### src/rtl/magia_tile_ctrl_mbox.sv
// -----------------------------------------------------------------------------
// magia_tile_ctrl_mbox
//
// Control/status mailbox between the tile core (OBI subordinate side) and the
// simulation host. It holds the boot address and fetch enable used at core
// start-up, latches end-of-computation together with an exit code, and
// buffers console bytes in a small FIFO that the host-side VIP drains.
//
// Register map (offset = addr_i[4:2] * 4):
//   0x00 BOOT_ADDR  RW   byte enables honoured; host write has precedence
//   0x04 FETCH_EN   RW   bit0 only, other bits read 0; host set has precedence
//   0x08 EXIT       RW   first write sets EOC and captures the exit code,
//                        later writes are accepted and ignored
//   0x0C STATUS     RO   [0]=eoc [1]=fifo full [2]=fifo empty [15:8]=count
//   0x10 STDOUT     WO   be_i[0]=1 pushes wdata_i[7:0]; a read errors
//   0x14..0x1C      unmapped, any access errors
//
// Ports:
//   clk_i, rst_i            clock, asynchronous active-high reset
//   req_i/gnt_o             OBI request / grant (grant is combinational)
//   addr_i, we_i, be_i,
//   wdata_i                 OBI request payload
//   rvalid_o, rdata_o,
//   err_o                   OBI response, exactly one cycle after the accept
//   host_boot_we_i,
//   host_boot_addr_i        host-side boot address load
//   host_fetch_en_i         host-side fetch-enable set pulse
//   boot_addr_o,
//   fetch_en_o              core start-up controls
//   eoc_o, exit_code_o      end-of-computation (sticky) and exit code
//   stdout_valid_o,
//   stdout_data_o,
//   stdout_ready_i          console byte stream towards the host
// -----------------------------------------------------------------------------
module magia_tile_ctrl_mbox #(
  parameter int unsigned DATA_W            = 32,
  parameter logic [31:0] BOOT_ADDR_DEFAULT = 32'h0000_0000,
  parameter int unsigned FIFO_DEPTH        = 4
) (
  input  logic              clk_i,
  input  logic              rst_i,

  // OBI subordinate port
  input  logic              req_i,
  output logic              gnt_o,
  input  logic [31:0]       addr_i,
  input  logic              we_i,
  input  logic [3:0]        be_i,
  input  logic [DATA_W-1:0] wdata_i,
  output logic              rvalid_o,
  output logic [DATA_W-1:0] rdata_o,
  output logic              err_o,

  // Host-side controls
  input  logic              host_boot_we_i,
  input  logic [31:0]       host_boot_addr_i,
  input  logic              host_fetch_en_i,

  // Core start-up and completion status
  output logic [31:0]       boot_addr_o,
  output logic              fetch_en_o,
  output logic              eoc_o,
  output logic [DATA_W-1:0] exit_code_o,

  // Console byte stream
  output logic              stdout_valid_o,
  output logic [7:0]        stdout_data_o,
  input  logic              stdout_ready_i
);

  localparam int unsigned PTR_W = $clog2(FIFO_DEPTH);
  localparam int unsigned CNT_W = PTR_W + 1;

  typedef enum logic [2:0] {
    REG_BOOT   = 3'd0,
    REG_FETCH  = 3'd1,
    REG_EXIT   = 3'd2,
    REG_STATUS = 3'd3,
    REG_STDOUT = 3'd4,
    REG_RSVD5  = 3'd5,
    REG_RSVD6  = 3'd6,
    REG_RSVD7  = 3'd7
  } reg_e;

  // Merge a write into an existing word under byte enables.
  function automatic logic [31:0] apply_be(input logic [31:0] old_val,
                                           input logic [31:0] new_val,
                                           input logic [3:0]  be);
    logic [31:0] res;
    res = old_val;
    for (int b = 0; b < 4; b++) begin
      if (be[b]) res[8*b +: 8] = new_val[8*b +: 8];
    end
    return res;
  endfunction

  // ---------------------------------------------------------------------------
  // State
  // ---------------------------------------------------------------------------
  logic [31:0]       boot_q, boot_d;
  logic              fetch_q, fetch_d;
  logic              eoc_q, eoc_d;
  logic [DATA_W-1:0] exit_q, exit_d;

  logic              rvalid_q;
  logic [DATA_W-1:0] rdata_q, rdata_d;
  logic              err_q, err_d;

  logic [7:0]        fifo_mem_q [FIFO_DEPTH];
  logic [PTR_W-1:0]  wr_ptr_q, rd_ptr_q;
  logic [CNT_W-1:0]  count_q, count_d;

  // Only addr_i[4:2] selects a register; the rest of the address is ignored.
  logic unused_addr;
  assign unused_addr = ^{addr_i[31:5], addr_i[1:0]};

  // ---------------------------------------------------------------------------
  // Decode and handshake
  // ---------------------------------------------------------------------------
  reg_e reg_sel;
  assign reg_sel = reg_e'(addr_i[4:2]);

  logic fifo_full, fifo_empty;
  assign fifo_full  = (count_q == CNT_W'(FIFO_DEPTH));
  assign fifo_empty = (count_q == '0);

  // A console write is held off while the FIFO is full. Fullness comes from
  // the registered count only, so a pop in the same cycle does not release
  // the stall until the next cycle.
  logic stdout_stall;
  assign stdout_stall = req_i & we_i & (reg_sel == REG_STDOUT) & fifo_full;

  assign gnt_o = req_i & ~stdout_stall;

  logic accept, wr_accept;
  assign accept    = req_i & gnt_o;
  assign wr_accept = accept & we_i;

  logic push, pop;
  assign push = wr_accept & (reg_sel == REG_STDOUT) & be_i[0];
  assign pop  = stdout_ready_i & ~fifo_empty;

  logic [31:0] status_word;
  assign status_word = {16'h0000, 8'(count_q), 5'b0_0000,
                        fifo_empty, fifo_full, eoc_q};

  // ---------------------------------------------------------------------------
  // Response for the transfer accepted this cycle
  // ---------------------------------------------------------------------------
  // NOTE: every signal assigned in an always_comb gets a default first, so no
  // path through the block leaves it unassigned and no latch is inferred.
  always_comb begin
    rdata_d = '0;
    err_d   = 1'b0;
    unique case (reg_sel)
      REG_BOOT:   if (!we_i) rdata_d = boot_q;
      REG_FETCH:  if (!we_i) rdata_d = {{(DATA_W-1){1'b0}}, fetch_q};
      REG_EXIT:   if (!we_i) rdata_d = exit_q;
      REG_STATUS: begin
        if (we_i) err_d   = 1'b1;
        else      rdata_d = status_word;
      end
      REG_STDOUT: if (!we_i) err_d = 1'b1;
      default:    err_d = 1'b1;
    endcase
  end

  // ---------------------------------------------------------------------------
  // Control register next state
  // ---------------------------------------------------------------------------
  always_comb begin
    boot_d  = boot_q;
    fetch_d = fetch_q;
    eoc_d   = eoc_q;
    exit_d  = exit_q;

    // Host load of the boot address overrides a concurrent bus write.
    if (host_boot_we_i) begin
      boot_d = host_boot_addr_i;
    end else if (wr_accept && reg_sel == REG_BOOT) begin
      boot_d = apply_be(boot_q, wdata_i, be_i);
    end

    // Host set of fetch enable overrides a concurrent bus write of 0.
    if (host_fetch_en_i) begin
      fetch_d = 1'b1;
    end else if (wr_accept && reg_sel == REG_FETCH && be_i[0]) begin
      fetch_d = wdata_i[0];
    end

    // EOC is sticky: only the first EXIT write captures a code.
    if (wr_accept && reg_sel == REG_EXIT && !eoc_q) begin
      eoc_d  = 1'b1;
      exit_d = apply_be(exit_q, wdata_i, be_i);
    end
  end

  // NOTE: sequential state uses non-blocking assignments so every register
  // samples the values from before the edge, independent of statement order.
  always_ff @(posedge clk_i or posedge rst_i) begin
    if (rst_i) begin
      boot_q   <= BOOT_ADDR_DEFAULT;
      fetch_q  <= 1'b0;
      eoc_q    <= 1'b0;
      exit_q   <= '0;
      rvalid_q <= 1'b0;
      rdata_q  <= '0;
      err_q    <= 1'b0;
    end else begin
      boot_q   <= boot_d;
      fetch_q  <= fetch_d;
      eoc_q    <= eoc_d;
      exit_q   <= exit_d;
      rvalid_q <= accept;
      rdata_q  <= accept ? rdata_d : '0;
      err_q    <= accept & err_d;
    end
  end

  // ---------------------------------------------------------------------------
  // Console FIFO
  // ---------------------------------------------------------------------------
  always_comb begin
    count_d = count_q;
    unique case ({push, pop})
      2'b10:   count_d = count_q + CNT_W'(1);
      2'b01:   count_d = count_q - CNT_W'(1);
      default: count_d = count_q;
    endcase
  end

  // Pointers are PTR_W wide and FIFO_DEPTH is a power of two, so they wrap
  // modulo the depth on their own.
  always_ff @(posedge clk_i or posedge rst_i) begin
    if (rst_i) begin
      wr_ptr_q <= '0;
      rd_ptr_q <= '0;
      count_q  <= '0;
    end else begin
      if (push) wr_ptr_q <= wr_ptr_q + PTR_W'(1);
      if (pop)  rd_ptr_q <= rd_ptr_q + PTR_W'(1);
      count_q <= count_d;
    end
  end

  // NOTE: the storage array has no reset; an entry is only ever read after
  // it was written, because validity is tracked by the reset pointers/count.
  always_ff @(posedge clk_i) begin
    if (push) fifo_mem_q[wr_ptr_q] <= wdata_i[7:0];
  end

  // ---------------------------------------------------------------------------
  // Outputs
  // ---------------------------------------------------------------------------
  assign rvalid_o       = rvalid_q;
  assign rdata_o        = rdata_q;
  assign err_o          = err_q;

  assign boot_addr_o    = boot_q;
  assign fetch_en_o     = fetch_q;
  assign eoc_o          = eoc_q;
  assign exit_code_o    = exit_q;

  assign stdout_valid_o = ~fifo_empty;
  assign stdout_data_o  = fifo_mem_q[rd_ptr_q];

endmodule
### config.mk
export PLATFORM = sky130hd
export DESIGN_NAME = magia_tile_ctrl_mbox
export DESIGN_NICKNAME = d
export VERILOG_FILES = /design/src/rtl/magia_tile_ctrl_mbox.sv
export SDC_FILE = /design/constraint.sdc
export NUM_CORES = 1
export LEC_CHECK = 0
export ABC_AREA = 1
export CORE_MARGIN = 5
export CORE_UTILIZATION = 41
export DETAILED_ROUTE_END_ITERATION = 8
export GPL_TIMING_DRIVEN = 0
export PLACE_DENSITY_LB_ADDON = 0.08
export SYNTH_ARGS = -nofsm -noshare
export SYNTH_HDL_FRONTEND = slang
export SYNTH_SLANG_ARGS = --single-unit
### constraint.sdc
create_clock -name clk_i -period 3.5 [get_ports clk_i]
set_input_delay 0.7 -clock clk_i [delete_from_list [all_inputs] [get_ports clk_i]]
set_output_delay 0.7 -clock clk_i [all_outputs]
set_load 0.02 [all_outputs]
==> reports/qor.txt <==
CLOCK NETWORK
----------------------------------------------------------------------------------------------------
Buffer type at the clock tree root                                                         clkbuf_16
Number of buffers on the longest clock path                                                        2
Clock latency on the worst-skew pair                                                          420 ps
Number of H-tree branching levels                                                                  4
TritonCTS sink count                                                                             139
Clock-pin slew reported for the worst setup and hold paths after clock tree synthesis          60 ps
CTS tree                                                                                       built
CTS hold repair buffers                                                                            0
Inserted Clock Buffers                                                                            17
Post-CTS Setup Bufs                                                                                0
Count of cells resized by post-cts repair                                                          0

WORST HOLD PATH
----------------------------------------------------------------------------------------------------
Source of the worst hold timing path                                                    exit_code_o[12]$_DFFE_PP0P_
Hold Path Depth                                                                                    2
Path class of the lowest-slack min-delay path                                           flop to flop
Hold path endpoint                                                                      exit_code_o[12]$_DFFE_PP0P_

SYNTHESIS
----------------------------------------------------------------------------------------------------
Number of standard cells after synthesis                                                         679
Count of synthesis-stage warnings from yosys                                                       0
Cell Area, Synth                                                                        0.00614 mm^2
Mapped Avg Cell Area                                                                       9.05 um^2
Flip-flop and latch count after synthesis                                                        139
Count of unique library cells instantiated by Yosys                                               33
Post-synth net total                                                                             792
Sequential-to-total area share from yosys stat                                                 0.592

LAYOUT
----------------------------------------------------------------------------------------------------
Post-layout nets                                                                                 998
Post-layout instance area                                                               0.00885 mm^2
Area growth, synth to finish                                                                   44.0%
Share of the core filled with cells in the final layout                                        0.604
Diode count                                                                                        0
Non-filler cells, final                                                                         1082
Fraction of layout cells with a size suffix above 1                                           0.0835

FLOORPLAN
----------------------------------------------------------------------------------------------------
Number of placement rows                                                                          44
Die Span X                                                                                    132 um
Die footprint                                                                            0.0175 mm^2
Starting utilization of the core area                                                          0.420
Core Box Area                                                                            0.0146 mm^2
Die span in y                                                                                 132 um
Number of top-level pins                                                                         217

CRITICAL PATH
----------------------------------------------------------------------------------------------------
Reg-to-reg setup timing slack                                                                1150 ps
Startpoint class of the critical path                                                     input port
Max stage delay on crit path                                                                  680 ps
Critical path type                                                                      input port to output pin
Critical path, cell by cell                                                             clkdlybuf4s50_1 > nor2_1 > nand2_1 > nor2_1 > nor2_2 > clkdlybuf4s50_1
Beginning of the worst register-to-register path                                        count_q[0]$_DFFE_PP0P_
Dominant delay contributor by cell family on the critical path                          buffers and inverters
Number of cells traversed by the worst register-to-register path                                  13
Critical Path End Type                                                                    output pin
Worst Path Buf+Inv                                                                                 2
Endpoint of the worst-slack reg-to-reg timing path                                      count_q[2]$_DFFE_PP0P_
Data arrival time of the critical path                                                       2580 ps
Slowest library cell on the worst path                                                  clkdlybuf4s50_1
Required time at the endpoint of the critical path                                           2800 ps
Critical path fanouts, max                                                                         7

TIMING
----------------------------------------------------------------------------------------------------
Period utilization                                                                             0.937
Number of setup violations in the final report                                                     0
Final number of hold-violating endpoints                                                           0
Min setup slack post-route                                                                    221 ps
Clock Skew                                                                                   12.6 ps
Achievable frequency                                                                         305 MHz
Headroom to the max-slew limit                                                                 0.460
Worst slew pin tran                                                                           809 ps
Number of slew-limit violations in the final report                                                0
Worst hold slack                                                                              503 ps
Post-Route Setup TNS                                                                            0 ps
Clock period minus worst slack                                                               3280 ps
Unrepaired setup endpoints after global routing                                                   no

GLOBAL ROUTE
----------------------------------------------------------------------------------------------------
Congestion Overflow GR                                                                             0
Antenna violations before repair                                                                   0
Largest net degree at the start of global routing                                                 34
First-pass GRT wire length                                                                  32500 um
Global-route usage over all layers                                                             0.235
Vias in the first global route                                                                  5950

PLACEMENT
----------------------------------------------------------------------------------------------------
IO Port Bufs                                                                                     184
Cells after DPL                                                                                 1050
Total placed instance area                                                              0.00829 mm^2
Place WS                                                                                      244 ps
HPWL reported at the end of detailed placement                                              15200 um
GP Congestion                                                                                  0.889

ROUTING
----------------------------------------------------------------------------------------------------
Via-to-Cell Ratio                                                                               5.26
Number of nets with antenna violations after detailed routing                                      0
Final routed DRC violation total                                                                   0
Wire length per cell after detailed routing                                                  18.8 um
Total wire length                                                                           20400 um
Vias after detailed routing                                                                     5688
DR iter-0 viols                                                                                  321
First drt pass iteration count                                                                     5

POWER AND IR DROP
----------------------------------------------------------------------------------------------------
Maximum ir drop on the vdd rail                                                           0.000358 V
Sum of internal, switching and leakage power                                                 4.59 mW
Power per cell area                                                                      519 mW/mm^2
Static leakage                                                                               3.84 nW

FLOW RUN
----------------------------------------------------------------------------------------------------
Max Cap Violations                                                                                 0

RUN STATUS
----------------------------------------------------------------------------------------------------
Outcome                                                                                 finished, final reports clean

## cell usage after synthesis (all sizes together)
master | count | area [um^2]
or2 | 16 | 100
nor2 | 33 | 143
clkbuf | 26 | 97.6
clkinv | 1 | 3.75
buf | 13 | 81.3
ha | 5 | 62.6
dfrtp | 107 | 2680
nand3 | 73 | 370
nand4 | 4 | 25.0
a22oi | 1 | 7.51
edfxtp | 32 | 961
o21ai | 34 | 174
o22ai | 8 | 50.1
inv | 27 | 101
nand2 | 230 | 873
o211ai | 2 | 15.0
a31oi | 17 | 106
nor3 | 5 | 41.3
xor2 | 2 | 17.5
xnor2 | 1 | 8.76
o31ai | 1 | 7.51
a21oi | 40 | 200
fa | 1 | 20.0
## worst register-to-register path, cell delays in order, from the launching register on
cell     delay [ps]
dfrtp_1         420
inv_1           120
nand2_1          60
nor2_1           90
nand2_1          70
nand3_2         150
nor2_1           80
nand2_1         200
ha_1            190
inv_1            60
fa_1            370
a21oi_1         140
o21ai_0         120
xor2_1          160
## power by group
part	leakage [nW]	switching, mW	internal, mW	total [mW]
Combinational	1.89	0.613	0.450	1.06
Clock	0.261	0.711	0.995	1.71
Sequential	1.69	0.0781	1.75	1.83
Total	3.84	1.40	3.19	4.59
## registers in the layout (all words and copies together) (netlist names)
signal       count
err_o            1
rd_ptr_q         2
fifo_mem_q      32
eoc_o            1
fetch_en_o       1
exit_code_o     32
rvalid_o         1
count_q          3
wr_ptr_q         2
rdata_o         32
boot_addr_o     32
## kinds of logic (layout without fill, tap and decap cells)
family                     Yosys count  after routing  synth area share
DFF                                139            139             0.592
xor gates and xnor gates             3              3           0.00428
AOI/OAI and AO/OA                  103            103            0.0912
and+or+nand+nor                    361            361             0.253
adders and majority gates            6              6            0.0134
buffers and inverters               67            286            0.0462
## cell type report
cell class	count	area, um^2
plain buffers	39	179
clock buffers	18	439
clock inverters	14	123
fillers	1246	5790
inverters	28	109
multi-input cells	473	2220
flip-flops and latches	139	3640
well taps	184	230
repair buffers	187	1910
## metal layers
layer  GRT usage  part of all wire  vias up
li1            -                 -     2666
met1       0.289              0.40     2759
met2       0.391              0.50      234
met3      0.0767             0.080       29
met4      0.0831             0.018        0
met5           0                 0        -
## how the worst max path moves through the flow
stage / end / slack, ps / start / cells past startpoint
5_1_grt: stdout_data_o[6] / 40 / rd_ptr_q[0]$_DFFE_PP0P_ / 6
6_report: gnt_o / 220 / addr_i[2] / 6
4_1_cts: stdout_data_o[4] / 230 / rd_ptr_q[0]$_DFFE_PP0P_ / 6
2_1_floorplan: count_q[2]$_DFFE_PP0P_ / 990 / we_i / 13
3_3_place_gp: gnt_o / 260 / addr_i[2] / 6
3_5_place_dp: gnt_o / 240 / addr_i[2] / 6
## layout by cell type (no fill, tap or decap), types with 24 or more instances in the layout
cell and n:
dfrtp_1 107, nand2_1 226, edfxtp_1 32, clkbuf_1 26
o21ai_0 33, nor2_1 31, a21oi_1 40, inv_1 24
nand3_1 72, clkdlybuf4s50_1 184
Note: power is estimated with default switching activity, not from simulation.
==> RTL edit 1 (config.mk and constraints unchanged) <==
`FIFO_DEPTH`: 4 -> 8.
--- a/src/rtl/magia_tile_ctrl_mbox.sv
+++ b/src/rtl/magia_tile_ctrl_mbox.sv
@@ -36,5 +36,5 @@
   parameter int unsigned DATA_W            = 32,
   parameter logic [31:0] BOOT_ADDR_DEFAULT = 32'h0000_0000,
-  parameter int unsigned FIFO_DEPTH        = 4
+  parameter int unsigned FIFO_DEPTH        = 8
 ) (
   input  logic              clk_i,
Behaviour: not the same (Yosys sat finds a counterexample within 10 cycles, from zero or initial values and one cycle with rst_i high).
==> RTL edit 1 against the original RTL <==
  * Design area grew 15%
  * Count of clock-buffer cells in the layout grew 3
  * Combinational power grew 39%
  * Register-to-register slack lost 0.15 ns
  * Sequential cell count grew 35
  * Critical path type is now reg2out
  * Synthesized area grew 21%
  * Setup slack gained 0.053 ns
  * Synthesized cell count grew 12%
  * Total power grew 21%
  * Largest power group unchanged
  * Routed wire length grew 13%
  * First-iteration DRC count grew 21%
==> RTL edit 1: results (changes against the original RTL) <==
metric;value;unit;change
maxClockFrequency;0.310;GHz;+1.6%
whs;0.505;ns;+0.00226 ns
cts_max_level;4;;unchanged
clk_path_buf_depth;2;;unchanged
nFillCells;1625;;+30%
cts-buffers-inserted;17;;unchanged
regToRegSetupSlack;1.00;ns;-0.15 ns
synthTopCellsByCount;229 x nand2_1, 110 x dfrtp_1, 74 x nor2_1;;
status;finished, final reports clean;;
drt-pass1-iter-count;5;;unchanged
wl;23000;µm;+13%
hold_class;reg2reg;;
drive_gt1_share;6.03;%;-2.3 points
drtIter0Drc;390;;+21%
synth_cell_types;34;;+3.0%
regMostFlops;fifo_mem_q;;
ys.flop_type;dfrtp_1;;
ys_warn_count;0;;unchanged
antenna_found_initial;0;;unchanged
portBuffers;184;;unchanged
path_clk_slew;0.07;ns;
clk_latency;0.44;ns;+0.02 ns
root_buffer;clkbuf_16;;
synth_edf_count;64;;+100%
gp_congestion;0.819;;-7.9%
vdd_ir_drop_max;0.000389;V;+8.6%
antenna_cells;0;;unchanged
synth-seq-area-share;62.8;%;+3.5 points
synth_area_leaders;dfrtp_1 37%, edfxtp_1 26%, nand2_1 12%;;
dp_hpwl;16900;µm;+11%
placed_cell_area;9620;µm²;+16%
grt_usage;22.7;%;-0.87 points
grt_max_degree;41;;+21%
clock_skew;0.0117;ns;-0.000920 ns
layout.nets;1078;;+8.0%
grt_pass1_wl;35500;µm;+9.2%
grt_pass1_vias;6099;;+2.5%
crit_arrival;2.53;ns;-0.05 ns
dp_slack;-0.0111;ns;-0.255 ns
syn_to_final_growth;36.6;%;
cp_max_fo;10;;+3
syn_nets;873;;+10%
leakage;4.20;nW;+9.1%
max_slew_margin;15.2;%;-31 points
async_reset_ff_share;63.2;%;-14 points
drt-vias-per-instance;5.07;;-3.5%
largest_register_ffs;64;;
==> RTL edit 1: per-layer routing <==
layer	track usage [%]	part of all wire (%)	up-vias	wire length (µm)
li1	-	-	2984	-
met1	27.4	40	2913	9160
met2	38.1	50	204	11500
met5	0	0	-	0
met4	6.48	1.4	0	332
met3	8.45	8.6	28	1980
==> RTL edit 1: path summary, 6_finish.rpt <==
kind | start | to | depth (start not counted)
setup reg to reg | count_q[1] | fifo_mem_q[7][0] | 6
setup / recovery | rd_ptr_q[0] | stdout_data_o[0] | 6
hold / removal | exit_code_o[16] | exit_code_o[16] | 2
max in group asynchronous | rst_i | exit_code_o[3] | 3
hold reg to reg | exit_code_o[16] | exit_code_o[16] | 2
min in group asynchronous | rst_i | wr_ptr_q[0] | 2
==> RTL edit 1: cell type report <==
type	count	area share, %
inverter	45	1.70
timing repair buffer	186	18.5
multi-input combinational	507	24.1
tap	229	2.82
clock buffer	21	4.53
sequential	174	46.0
buffer	35	1.51
clock inverter	11	0.849
==> RTL edit 1: metrics by stage <==
stage / TNS, ns / std cells
after detailed placement: -0.0830 / 1176
after floorplan: 0 / 761
after global routing: 0 / 1208
final: 0 / 1208
after CTS: 0 / 1208
after global placement: 0 / 1174
==> RTL edit 1: timing repair <==
action                                  CTS  global route
resized for setup                         0             5
hold buffers                              0             0
buffers inserted                          0             0
endpoints found under the setup margin    0             7
==> RTL edit 1: worst max-delay path, stage by stage (launching register included) <==
cell	delay, ns
dfrtp_1	0.47
clkbuf_1	0.44
nor2_1	0.10
o32ai_1	0.32
nand2_1	0.11
nand2_1	0.07
clkdlybuf4s50_1	0.59
==> RTL edit 1: power by group <==
part | internal, mW | switching, mW | leakage (nW)
sequential | 2.22 | 0.120 | 2.00
clock | 0.954 | 0.813 | 0.261
combinational | 0.595 | 0.877 | 1.93
==> RTL edit 1: kinds of logic (layout without fill, tap and decap cells) <==
| kind of cell | Yosys count | in the layout | synth area share (%) |
|---|---|---|---|
| AOI/OAI and AO/OA | 102 | 102 | 8.85 |
| and+or+nand+nor | 393 | 393 | 22.4 |
| DFF | 174 | 174 | 62.8 |
| buffers and inverters | 80 | 298 | 4.28 |
| xor gates and xnor gates | 7 | 7 | 0.823 |
| adders and majority gates | 5 | 5 | 0.840 |
==> RTL edit 2 (same settings) <==
Made on the original files. `rdata_q` no longer has a reset.
--- a/src/rtl/magia_tile_ctrl_mbox.sv
+++ b/src/rtl/magia_tile_ctrl_mbox.sv
@@ -205,5 +205,4 @@
       exit_q   <= '0;
       rvalid_q <= 1'b0;
-      rdata_q  <= '0;
       err_q    <= 1'b0;
     end else begin
@@ -213,7 +212,10 @@
       exit_q   <= exit_d;
       rvalid_q <= accept;
-      rdata_q  <= accept ? rdata_d : '0;
       err_q    <= accept & err_d;
     end
+  end
+
+  always_ff @(posedge clk_i) begin
+    rdata_q <= accept ? rdata_d : '0;
   end
 
Formal check against the unedited RTL: not equivalent (a bounded check fails within 4 cycles, from zero or initial values and one cycle with rst_i high).
==> RTL edit 2 against the original RTL <==
  * Register-to-register slack barely moved
  * Worst hold slack got worse by 0.0063 ns
  * Total power rose by 2.8%
  * Synthesized area fell by 2.7%
  * Setup slack got worse by 0.027 ns
  * Routed wire length fell by 4.3%
  * Final cell count fell by 1.0%
  * Sequential cell count did not move
  * Count of clock-buffer cells in the layout rose by 2
  * Design area fell by 1.8%
  * Critical endpoint is now stdout_data_o[4]
  * Highest routed layer unchanged
==> RTL edit 2: results (changes against the original RTL) <==
metric;value;unit;change
comb_power_share;22.8;%;-0.3 points
cp_max_fo;10;;+3
pg_clk;1.82;mW;+6%
synth-seq-area-share;58.2;%;-1.0 points
dr_wl_met3;1790;µm;+10%
fin_area;8690;µm²;-1.8%
use_met2;37.3;%;-1.9 points
crit_arrival;2.61;ns;+0.03 ns
dp_hpwl;14300;µm;-5.9%
buf_share;23.6;%;-0.033 points
grt_usage;23.2;%;-0.34 points
status;finished, final reports clean;;
pwr-share-clk;38.6;%;+1.5 points
clock_skew;0.00700;ns;-0.00560 ns
met1_usage;29.6;%;+0.72 points
worstMarginPinSlew;0.909;ns;+0.100 ns
placed_cell_area;8080;µm²;-2.5%
async_reset_ff_share;54.0;%;-23 points
grt_pass1_vias;5485;;-7.8%
placedCellCount;1039;;-1.0%
synthXorXnorAreaFrac;0.440;%;+0.012 points
gp_congestion;0.866;;-2.6%
wl;19500;µm;-4.3%
synth_area_leaders;dfrtp_1 31%, edfxtp_1 16%, nand2_1 13%;;
syn_nets;783;;-1.1%
num-clock-buffers;20;;+2
grt_pass1_wl;30000;µm;-7.8%
drtIter0Drc;374;;+17%
p_switching;1.41;mW;+0.45%
drt-vias-per-instance;5.17;;-1.7%
multi_input_cells;464;;-1.9%
dp_slack;0.131;ns;-0.113 ns
min_period;3.31;ns;+0.0270 ns
routed-wl-met2;9230;µm;-9.8%
m1WireLength;8080;µm;-1.1%
-- RTL edit 2: changes by cell type in the layout (fill, tap and decap cells not counted), moves of 2 or more --
cell	change
or2_2	+7
buf_12	-2
dfrtp_1	-32
o211ai_1	-2
nand3_1	-8
clkinvlp_4	-4
a21oi_1	+7
nor2_4	+2
nand2_1	-25
a31oi_1	+7
dfxtp_1	+32
buf_4	+2
o21ai_0	+6
nor2_1	-2
-- RTL edit 2: worst min-delay path by stage --
| stage | startpoint | to | slack, ns | depth (start not counted) |
|---|---|---|---|---|
| CTS | exit_code_o[18] | exit_code_o[18] | 0.50 | 2 |
| global placement | exit_code_o[31] | exit_code_o[31] | 0.48 | 2 |
| finish | exit_code_o[18] | exit_code_o[18] | 0.50 | 2 |
| global route | exit_code_o[9] | exit_code_o[9] | 0.53 | 2 |
| floorplan | count_q[0] | count_q[0] | 0.49 | 1 |
| detailed placement | exit_code_o[31] | exit_code_o[31] | 0.48 | 2 |
